--- config.mk ---
export PLATFORM = sky130hd
export DESIGN_NAME = fe_branch_redirect_fetch
export DESIGN_NICKNAME = d
export VERILOG_FILES = /design/src/rtl/fe_branch_redirect_fetch.sv
export SDC_FILE = /design/constraint.sdc
export NUM_CORES = 1
export LEC_CHECK = 0
export CORE_AREA = 2 2 181 139
export DETAILED_ROUTE_END_ITERATION = 10
export DIE_AREA = 0 0 183 141
export PLACE_DENSITY = 0.71
export SYNTH_ARGS = -nofsm -noshare
export SYNTH_HDL_FRONTEND = slang
export SYNTH_SLANG_ARGS = --single-unit
--- constraint.sdc ---
create_clock -name clk -period 1.7 [get_ports clk]
set_input_delay 0.17 -clock clk [delete_from_list [all_inputs] [get_ports clk]]
set_output_delay 0.17 -clock clk [all_outputs]
set_load 0.02 [all_outputs]
--- src/rtl/fe_branch_redirect_fetch.sv ---
// fe_branch_redirect_fetch
//   Fetch-stage PC generator and FE pipeline latch. This block receives branch
//   redirects from AGEX. It reads instruction memory combinationally at pc_q and
//   pre-decodes each fetched word. When a fetched word is a branch or jump, it
//   stops fetching and loads bubbles into the latch until AGEX resolves the
//   branch. The decode stall holds both the latch and the PC.
// Ports
//   clk, reset            clock; synchronous active-high reset
//   br_redirect/br_target AGEX taken branch/jump and its target
//   br_not_taken          AGEX branch resolved not-taken
//   de_stall              decode stall: hold latch and PC
//   imem_addr/imem_rdata  instruction memory read port (same-cycle data)
//   fe_valid/fe_inst/fe_pc/fe_pcplus/fe_inst_count   FE latch towards decode
//   misalign_err          sticky flag for a redirect target with bits[1:0] != 0
//   bubble_count          number of cycles the latch was loaded with a bubble
module fe_branch_redirect_fetch #(
  parameter int              DBITS    = 32,
  parameter int              INSTBITS = 32,
  parameter logic [DBITS-1:0] RESET_PC = '0
) (
  input  logic                clk,
  input  logic                reset,
  input  logic                br_redirect,
  input  logic [DBITS-1:0]    br_target,
  input  logic                br_not_taken,
  input  logic                de_stall,
  output logic [DBITS-1:0]    imem_addr,
  input  logic [INSTBITS-1:0] imem_rdata,
  output logic                fe_valid,
  output logic [INSTBITS-1:0] fe_inst,
  output logic [DBITS-1:0]    fe_pc,
  output logic [DBITS-1:0]    fe_pcplus,
  output logic [DBITS-1:0]    fe_inst_count,
  output logic                misalign_err,
  output logic [DBITS-1:0]    bubble_count
);

  typedef enum logic [0:0] {RUN = 1'b0, WAIT_BR = 1'b1} state_t;

  state_t               state_q, state_d;
  logic [DBITS-1:0]     pc_q;
  logic [DBITS-1:0]     inst_count_q;
  logic [DBITS-1:0]     bubble_count_q;
  logic                 misalign_q;

  logic                 vld_p0;
  logic [INSTBITS-1:0]  inst_p0;
  logic [DBITS-1:0]     pc_p0;
  logic [DBITS-1:0]     pcplus_p0;
  logic [DBITS-1:0]     cnt_p0;

  logic                 is_cf;
  logic                 do_fetch;
  logic                 do_bubble;
  logic                 do_redirect;
  logic [DBITS-1:0]     pc_plus4;

  function automatic logic is_control_flow(input logic [6:0] opcode);
    return (opcode == 7'b1100011) || (opcode == 7'b1101111) ||
           (opcode == 7'b1100111);
  endfunction

  // The PC comes straight from a register, so the AGEX inputs have no
  // combinational path to the memory address.
  assign imem_addr = pc_q;
  assign is_cf     = is_control_flow(imem_rdata[6:0]);
  assign pc_plus4  = pc_q + DBITS'(4);

  always_ff @(posedge clk) begin
    if (reset) state_q <= RUN;
    else       state_q <= state_d;
  end

  // Priority: br_redirect > br_not_taken (WAIT_BR only) > de_stall > normal.
  always_comb begin
    state_d     = state_q;
    do_fetch    = 1'b0;
    do_bubble   = 1'b0;
    do_redirect = 1'b0;
    if (br_redirect) begin
      do_redirect = 1'b1;
      state_d     = RUN;
    end else if (br_not_taken && (state_q == WAIT_BR)) begin
      // pc_q already holds branch PC+4. Sequential fetch resumes on the next cycle.
      state_d   = RUN;
      do_bubble = !de_stall;
    end else if (!de_stall) begin
      if (state_q == RUN) begin
        do_fetch = 1'b1;
        if (is_cf) state_d = WAIT_BR;
      end else begin
        do_bubble = 1'b1;
      end
    end
  end

  // FE latch boundary (p0): fetched word or bubble, seen by decode.
  always_ff @(posedge clk) begin
    if (reset) begin
      pc_q           <= RESET_PC;
      inst_count_q   <= '0;
      bubble_count_q <= '0;
      misalign_q     <= 1'b0;
      vld_p0         <= 1'b0;
      inst_p0        <= '0;
      pc_p0          <= '0;
      pcplus_p0      <= '0;
      cnt_p0         <= '0;
    end else if (do_redirect) begin
      // A redirect flushes the latch even if decode is stalled, because the
      // instruction held there is on the wrong path.
      pc_q           <= {br_target[DBITS-1:2], 2'b00};
      bubble_count_q <= bubble_count_q + DBITS'(1);
      if (br_target[1:0] != 2'b00) misalign_q <= 1'b1;
      vld_p0         <= 1'b0;
      inst_p0        <= '0;
      pc_p0          <= '0;
      pcplus_p0      <= '0;
      cnt_p0         <= '0;
    end else if (do_bubble) begin
      bubble_count_q <= bubble_count_q + DBITS'(1);
      vld_p0         <= 1'b0;
      inst_p0        <= '0;
      pc_p0          <= '0;
      pcplus_p0      <= '0;
      cnt_p0         <= '0;
    end else if (do_fetch) begin
      pc_q           <= pc_plus4;
      inst_count_q   <= inst_count_q + DBITS'(1);
      vld_p0         <= 1'b1;
      inst_p0        <= imem_rdata;
      pc_p0          <= pc_q;
      pcplus_p0      <= pc_plus4;
      cnt_p0         <= inst_count_q;
    end
  end

  assign fe_valid      = vld_p0;
  assign fe_inst       = inst_p0;
  assign fe_pc         = pc_p0;
  assign fe_pcplus     = pcplus_p0;
  assign fe_inst_count = cnt_p0;
  assign misalign_err  = misalign_q;
  assign bubble_count  = bubble_count_q;

endmodule

==> results of run 1 <==
[per-stage QoR]
stage                     setup TNS, ps  total power (uW)  cell area (um^2)
after floorplan                    -402              6070              9730
after global placement           -38520              6690             13500
after detailed placement         -41470              6700             13500
after CTS                          -202             11900             14300
after global routing              -2170             12200             14800
final                              -506             11900             14800
[cell families after synthesis]
| kind of cell | synth area share (%) |
|---|---|
| multiplexers | 0.437 |
| adder cells (fa/ha/maj) | 0.397 |
| AND/OR/NAND/NOR | 25.4 |
| AO/OA/AOI/OAI | 13.0 |
| flip-flops | 46.8 |
| other | 0.0397 |
| XOR/XNOR | 8.99 |
| buffers and inverters | 4.89 |
[layout by cell type (no fill, tap or decap), types with 7 or more instances in the layout]
cell	Yosys	routed
and3_1	9	7
buf_12	0	7
nor4_4	0	18
nor4_2	3	9
or3_1	16	13
nor3_1	20	12
dlymetal6s2s_1	0	14
clkbuf_16	0	27
buf_4	7	131
inv_1	26	25
dfxtp_4	0	18
a21oi_1	144	143
clkinv_2	0	9
o21ai_0	34	32
xnor2_1	60	59
nand4_1	25	25
dfxtp_2	0	22
xor2_1	37	37
buf_6	0	14
dlygate4sd2_1	0	63
clkdlybuf4s50_1	0	176
nor3_2	4	7
a211oi_1	26	24
nand3_1	40	34
and4_1	12	9
dfxtp_1	221	181
nor2_1	103	102
nand2_1	241	238
[sequential cells by signal (all words and copies together), names as in the netlist]
name,cells
inst_count_q,32
state_q,1
fe_inst,32
misalign_err,1
fe_inst_count,32
imem_addr,30
bubble_count,32
fe_pc,30
fe_valid,1
fe_pcplus,30
[layer usage]
layer	vias up	GRT usage (%)	share of wire [%]
met4	0	5.09	1.9
met5	-	0	0
met3	49	5.48	7.1
met1	4476	29.9	46
li1	4707	-	-
met2	295	35.7	45
[power breakdown]
group	internal [uW]	total [uW]	switching (uW)	leakage, uW
sequential	5270	5340	73.7	0.00181
clock	3050	5260	2210	0.000400
combinational	549	1250	705	0.00369
[worst max-delay path, stage by stage (launching register included)]
cell and delay [ps]:
dfxtp_4 340, and4_4 230, nand4_1 150, or4_4 530
or4_4 430, a21oi_2 120
[final cells by class]
type	count	area [um^2]
Clock inverter	12	88.8
Fill cell	2122	9460
Inverter	27	101
Timing Repair Buffer	411	3880
Sequential cell	221	4520
Clock buffer	32	702
Multi-Input combinational cell	848	5120
Tap cell	312	390
[cell usage after synthesis (all sizes together) (2+ instances only)]
master	count
clkbuf	66
o2111ai	3
a211oi	26
a21o	2
nor2b	2
and2	4
or2	2
o21a	2
dfxtp	221
o21ai	36
and4	12
or3	16
nand2	241
nand3	40
buf	20
and3	9
or4	2
xnor2	60
xor2	37
o31a	2
ha	3
nand4	26
mux2i	3
nor2	103
nor3	24
a311oi	2
nor4	31
a21oi	144
inv	27
[repair_timing]
item	in CTS	in global routing
gates resized for setup	83	94
pin swaps	3	26
buffers inserted	1	9
gates cloned	0	2
setup endpoints to repair	92	96
[how the worst max path moves through the flow]
stage                                  start  slack (ps)                       endpoint
3_3_place_gp                        de_stall        -340  bubble_count[31]$_SDFFE_PP0P_
2_1_floorplan   bubble_count[6]$_SDFFE_PP0P_        -130  bubble_count[31]$_SDFFE_PP0P_
6_report       bubble_count[16]$_SDFFE_PP0P_        -160  bubble_count[31]$_SDFFE_PP0P_
5_1_grt        bubble_count[11]$_SDFFE_PP0P_        -250  bubble_count[31]$_SDFFE_PP0P_
4_1_cts        bubble_count[16]$_SDFFE_PP0P_        -140  bubble_count[31]$_SDFFE_PP0P_
3_5_place_dp                        de_stall        -380  bubble_count[22]$_SDFFE_PP0P_
==> key figures, run 1 <==
Synth
  – EDFF count, synth: 0
  – Async set-reset flop share out of synthesis: 0%
  – Synth top area cells: dfxtp_1 (47%), nand2_1 (9.6%), a21oi_1 (7.6%), xnor2_1 (5.6%), nor2_1 (4.1%)
  – Post-synth cell types: 51
  – #FFs+latches synth: 221
  – Synth Warn #: 0
  – Synth area leader: dfxtp_1
  – Part of the Yosys area used for sequential elements: 46.8%
  – Mean Syn Cell Area: 8.02 um^2
  – Gate Count Post-Synth: 1,177
  – Mapped cell area: 9450 um^2
  – Area share of the largest cell type after synthesis: 46.8%
  – Synth Flop Type: dfxtp_1

Route
  – Routed Antenna Nets: 0
  – Drt wl/cell: 16.5 um
  – Drt pass-1 iters: 5
  – DR vias/cell: 5.11
  – Routed wire length: 30.7 mm
  – DRT iter0 DRCs: 598
  – DR vias: 9,527
  – Drt drc: 0

Die
  – Die H: 141 um
  – Core Area: 24,300 um^2
  – Initial Utilization: 38.9%
  – Die ar.: 25,800 um^2
  – Ports: 263
  – Die width: 183 um
  – FP Rows: 50

STA
  – Fmax achieved: 0.537 GHz
  – WHS: 33.4 ps
  – RSZ-0062 raised after global routing: yes
  – Slew Viols, Final: 0
  – Worst clock skew: 7.20 ps
  – Count of final hold-check violations: 0
  – Final period utilization: 109%
  – Minimum clock period: 1860 ps
  – Final setup fails: 10
  – Setup ws final: -161 ps

Min path
  – Worst hold endpoint: imem_addr[31]$_SDFFE_PP0P_
  – Hold path start: reset
  – Worst Hold Depth: 3
  – Hold Crit Class: in -> reg

Layout
  – Layout area overhead: 56.8%
  – Diodes inserted: 0
  – Finished Core Util: 61.0%
  – Nets: 1,605
  – Non-Filler Instances: 1,863
  – Fraction of layout cells with a size suffix above 1: 20.6%

Power and ir drop
  – Pwr/cell area: 800 nW/um^2
  – Leakage power: 0.00591 uW
  – Peak VDD IR: 775 uV

Critical path
  – Worst path required time: 2150 ps
  – FF-to-FF path depth: 5
  – Reg2reg end: bubble_count[31]$_SDFFE_PP0P_
  – Setup crit end kind: flip-flop
  – R2R Path Start: bubble_count[16]$_SDFFE_PP0P_
  – Register-to-register setup slack: -160 ps
  – Kind of critical path: reg -> reg
  – Critical Path Fanout Max: 3
  – Startpoint Class: flip-flop
  – Crit path DAT: 2310 ps

Clock tree
  – Clock root cell: clkbuf_16
  – Worst-Skew Late Latency: 520 ps
  – CTS tree: done
  – Clock sink count: 221
  – Post-CTS Hold Buffers: 0
  – Clock-pin slew on the worst setup and hold paths: 60 ps
  – CTS Buf Count: 24
  – CTS Buffer Depth: 3
  – H-tree depth: 1

GRT
  – Remaining global-route overflow: 0
  – Largest net degree at the start of global routing: 69
  – Number of global-route vias before repair: 8,996
  – Antenna violations before repair: 0
  – Global Route Usage Sum: 22.1%
  – Global-route wire length before repair: 46.9 mm

Placed design
  – PortBufs: 256
  – Placer Congestion: 0.836
  – Placed insts: 1,808
  – Pre-CTS setup slack: -384 ps
  – DP HPWL: 20.8 mm

Run status
  – Failing checks: negative setup slack
  – Status: finished with violations

Job
  – Max-cap violations: 0
No activity file was read; power rests on OpenSTA's default activity.
==> run 2: changes to the inputs <==
Settings changed: PLACE_DENSITY 0.71 to 0.7.
==> run 2 against run 1 <==
Compared with the run above: the flow still finishes with violations (negative setup slack); global-route usage increased by 0.11 points; non-clock buffer count increased by 8; cell area grew 0.24%; clock skew rose by 3.4 ps.
==> key figures, run 2 (synthesis gave the netlist of run 1 again) <==
Layout
  – Fraction of layout cells with a size suffix above 1: 20.8%
  – Layout area overhead: 57.2%
  – Finished Core Util: 61.2%
  – Commonest non-fill, non-tap cell in the layout: nand2_1
  – Filler cells: 2,108
  – Multi-input gate area in the final layout: 5160 um^2
  – Most frequent cells in the layout: nand2_1 (237), dfxtp_1 (185), clkdlybuf4s50_1 (175), a21oi_1 (139), buf_4 (139)
  – Diodes inserted: 0
  – Register Area: 4520 um^2
  – Nets: 1,613
  – Non-Filler Instances: 1,867

Placed design
  – Placed insts: 1,814
  – PortBufs: 256
  – Placer Congestion: 0.859
  – DP HPWL: 21.3 mm
  – Pre-CTS setup slack: -376 ps

Route
  – Routed Antenna Nets: 0
  – Drt drc: 0
  – DRT iter0 DRCs: 670
  – DR vias: 9,570
  – Routed wire length: 30.4 mm
  – DR vias/cell: 5.13
  – Drt pass-1 iters: 5
  – Drt wl/cell: 16.3 um

Critical path
  – Levels on crit path: 6
  – Critical Path Fanout Max: 4
  – Slowest CP cell: dfxtp_4
  – CP startpoint: state_q$_SDFFE_PP0N_
  – Worst path required time: 2090 ps
  – Top delay family on crit path: simple AND/OR/NAND/NOR gates
  – Crit-path max cell delay: 360 ps
  – Setup crit end kind: flip-flop
  – Worst Path Buf+Inv: 1
  – Kind of critical path: reg -> reg
  – Startpoint Class: flip-flop
  – Register-to-register setup slack: -150 ps
  – Crit path DAT: 2240 ps
  – Reg2reg end: inst_count_q[30]$_SDFFE_PP0P_
  – Most common cell type on the critical path: nand4_1
  – FF-to-FF path depth: 6
  – R2R Path Start: state_q$_SDFFE_PP0N_
  – CP endpoint: inst_count_q[30]$_SDFFE_PP0P_
  – CP Cell Sequence: buf_4 -> nor4b_4 -> nand4_1 -> nor3_4 -> nand4_1 -> mux2_1

STA
  – Final setup fails: 9
  – WHS: 204 ps
  – RSZ-0062 raised after global routing: yes
  – Worst clock skew: 10.6 ps
  – Final period utilization: 109%
  – Slew Viols, Final: 0
  – Setup ws final: -149 ps
  – Count of final hold-check violations: 0
  – Fmax achieved: 0.541 GHz
  – Minimum clock period: 1850 ps

GRT
  – Global Route Usage Sum: 22.2%
  – Number of global-route vias before repair: 8,956
  – Global-route wire length before repair: 47.2 mm
  – Antenna violations before repair: 0
  – Largest net degree at the start of global routing: 92
  – Remaining global-route overflow: 0

Die
  – Initial Utilization: 38.9%
  – Ports: 263
  – Core Area: 24,300 um^2
  – Die width: 183 um
  – FP Rows: 50
  – Die ar.: 25,800 um^2
  – Die H: 141 um

Power and ir drop
  – Leakage power: 0.00590 uW
  – Pwr/cell area: 780 nW/um^2
  – Overall Power: 11,600 uW
  – Peak VDD IR: 729 uV

Clock tree
  – Clock root cell: clkbuf_16
  – Clock sink count: 221
  – Worst-Skew Late Latency: 510 ps
  – CTS tree: done
  – CTS Buffer Depth: 3
  – H-tree depth: 1
  – CTS Buf Count: 24
  – Clock-pin slew on the worst setup and hold paths: 60 ps

Run status
  – Failing checks: negative setup slack
  – Status: finished with violations

Job
  – Max-cap violations: 0

Min path
  – Hold Crit Class: in -> reg
==> run 2: cell count changes in the layout (fill, tap and decap cells not counted), sizes merged <==
cell           before  now
dlymetal6s2s       14   17
clkdlybuf4s50     176  175
buf               155  162
bufinv              1    0
clkbuf             35   38
clkinvlp            1    0
dlygate4sd3         0    1
dlygate4sd2        63   62
clkinv              9    3
==> run 2: layout make-up <==
class | count | share of cell area, %
clock buffer | 36 | 4.83
sequential | 221 | 30.5
clock inverter | 4 | 0.160
multi-input combinational | 848 | 34.8
inverter | 27 | 0.683
tap | 312 | 2.63
timing repair buffer | 419 | 26.5
==> run 2: stage by stage <==
stage          TNS, ps  area [um^2]
2_1_floorplan     -402         9730
4_1_cts           -300        14300
3_3_place_gp    -33840        13500
5_1_grt          -3470        14800
3_5_place_dp    -39830        13500
6_report          -434        14800
==> run 2: worst min path at each step <==
stage                             startpoint                       endpoint  slack, ps  cells past startpoint
2_1_floorplan                  imem_rdata[0]        fe_inst[0]$_SDFFE_PP0P_        310                      2
3_3_place_gp       misalign_err$_SDFFE_PP0P_      misalign_err$_SDFFE_PP0P_        430                      2
3_5_place_dp   fe_inst_count[9]$_SDFFE_PP0P_  fe_inst_count[9]$_SDFFE_PP0P_        450                      2
4_1_cts                       imem_rdata[18]       fe_inst[18]$_SDFFE_PP0P_        180                      3
5_1_grt                       imem_rdata[30]       fe_inst[30]$_SDFFE_PP0P_        190                      3
6_report                       br_target[14]     imem_addr[14]$_SDFFE_PP0P_        200                      3
==> run 2: repair_timing <==
item                                   4_1_cts  5_1_grt
endpoints found under the hold margin        1        0
gates cloned                                 0        3
gates resized for setup                     82       99
setup buffers                                5        6
pin swaps                                   11       48
hold buffers                                 1        0
setup endpoints to repair                  101       85
==> run 2: worst reg2reg max path, stage by stage (launching register included) <==
cell and delay [ps]:
dfxtp_4 360, buf_4 140, nor4b_4 280, nand4_1 230
nor3_4 240, nand4_1 150, mux2_1 340
==> run 2: routing by layer <==
| layer | global-route usage, % | vias up | share of wire [%] |
|---|---|---|---|
| li1 | - | 4716 | - |
| met4 | 5.01 | 0 | 1.9 |
| met3 | 5.53 | 42 | 7.0 |
| met5 | 0 | - | 0 |
| met1 | 30.6 | 4521 | 46 |
| met2 | 35.3 | 291 | 45 |
==> run 2: where the power goes <==
part	total [uW]	internal (uW)	switching, uW	leakage (uW)
combinational	1250	547	699	0.00372
sequential	5350	5270	78.2	0.00181
clock	4980	2890	2090	0.000367
total	11600	8710	2870	0.00590
==> patch, RTL diff (settings of run 1) <==
Change the parameter `INSTBITS` from 32 to 24.
--- a/src/rtl/fe_branch_redirect_fetch.sv
+++ b/src/rtl/fe_branch_redirect_fetch.sv
@@ -15,7 +15,7 @@
 //   bubble_count          number of cycles the latch was loaded with a bubble
 module fe_branch_redirect_fetch #(
   parameter int              DBITS    = 32,
-  parameter int              INSTBITS = 32,
+  parameter int              INSTBITS = 24,
   parameter logic [DBITS-1:0] RESET_PC = '0
 ) (
   input  logic                clk,
Ports: changed (resized fe_inst and imem_rdata); port bits go from 263 to 247. No check against the original RTL was run, so the function may have changed too.
==> patch against run 1 <==
The run still ends with negative setup slack left; setup slack better by 0.076 ns; synthesized area is 3.9% lower; combinational power shrank 3%; total power down 0.56%; synthesized cell count shrank 4.9%; design area decreased by 3.5%; critical endpoint is now imem_addr[31]; first-iteration DRC count decreased by 10%; sequential cell count is 8 lower; wire length down 4.4%; worst hold slack got worse by 0.0081 ns.
==> patch: results (changes against run 1) <==
* Post-synthesis mux area share at 0.455% (+0.018 points)
* Maximum clock rate at 560 MHz (+4.3%)
* Vias in the first global route at 8560 (-4.8%)
* Total negative slack at -0.741 ns (-0.235 ns)
* Worst path slowest cell: or4_1
* Final std cells w/o fill at 1786 (-4.1%)
* Num CTS Buffers at 23 (-4.2%)
* Share of cells above drive strength 1 at 21.4% (+0.80 points)
* Final HPWL DP at 20.4 mm (-1.6%)
* WL final at 29.3 mm (-4.4%)
* Crit path DAT at 2.21 ns (-0.10 ns)
* First-pass GRT wire length at 45.9 mm (-2.1%)
* Placed Cells at 1728 (-4.4%)
* Commonest cells in the netlist: nand2_1, dfxtp_1, a21oi_1
* Final setup margin at -0.0845 ns (+0.0765 ns)
* Main area contributors after synthesis: dfxtp_1, nand2_1, a21oi_1, xor2_1, xnor2_1
* Post-synthesis xor/xnor area fraction at 10.0% (+1.0 points)
* Post-DP Area at 12800 µm² (-4.8%)
* Vias at 9115 (-4.3%)
* Maximum vdd drop at 0.618 mV (-20%)
* Netlist cell types at 48 (-5.9%)
* P_leak at 0.00570 µW (-3.5%)
* # setup viols final at 18 (+8)
* Status: finished with violations
* I/O Buffers at 240 (-6.3%)
* Failing checks: negative setup slack
-- patch: changes by cell type after synthesis, sizes merged, moves of 9 or more --
| cell | before | now |
|---|---|---|
| xor2 | 37 | 56 |
| a21oi | 144 | 131 |
| nand4 | 26 | 39 |
| nand2 | 241 | 229 |
| xnor2 | 60 | 48 |
| inv | 27 | 16 |
| o21ai | 36 | 25 |
| nor3 | 24 | 14 |
| and3 | 9 | 18 |
-- patch: layout make-up --
class | instances | area (µm²)
fill | 2163 | 9980
multi-input combinational | 804 | 4880
sequential | 213 | 4330
timing repair buffer | 403 | 3810
clock buffer | 32 | 713
tap | 312 | 390
clock inverter | 6 | 111
inverter | 16 | 60.1
-- patch: layer usage --
metal  vias to the layer above  GRT usage (%)  share of wire, %
met3                        43           4.99               7.6
met5                         -              0                 0
met2                       316           34.0                44
li1                       4452              -                 -
met4                         0           4.97               2.2
met1                      4304           30.7                46
-- patch: power breakdown --
part / total (µW) / internal [µW] / switching [µW] / leakage, µW
clock: 5410 / 3370 / 2040 / 0.000402
sequential: 5160 / 5090 / 74.7 / 0.00174
combinational: 1210 / 539 / 673 / 0.00356
-- patch: path summary, 6_finish.rpt --
| path | from | endpoint | slack [ns] | cells after the start |
|---|---|---|---|---|
| min | reset | imem_addr[2] | 0.03 | 2 |
| min reg2reg | fe_inst_count[2] | fe_inst_count[2] | 0.45 | 2 |
| max reg2reg | imem_addr[8] | imem_addr[31] | -0.08 | 6 |
| max | imem_addr[8] | imem_addr[31] | -0.08 | 6 |
-- patch: timing repair --
action / in CTS / in global routing
setup endpoints to repair: 105 / 94
resized for setup: 83 / 98
cloned: 1 / 1
setup buffers: 5 / 14
pin swaps: 18 / 58
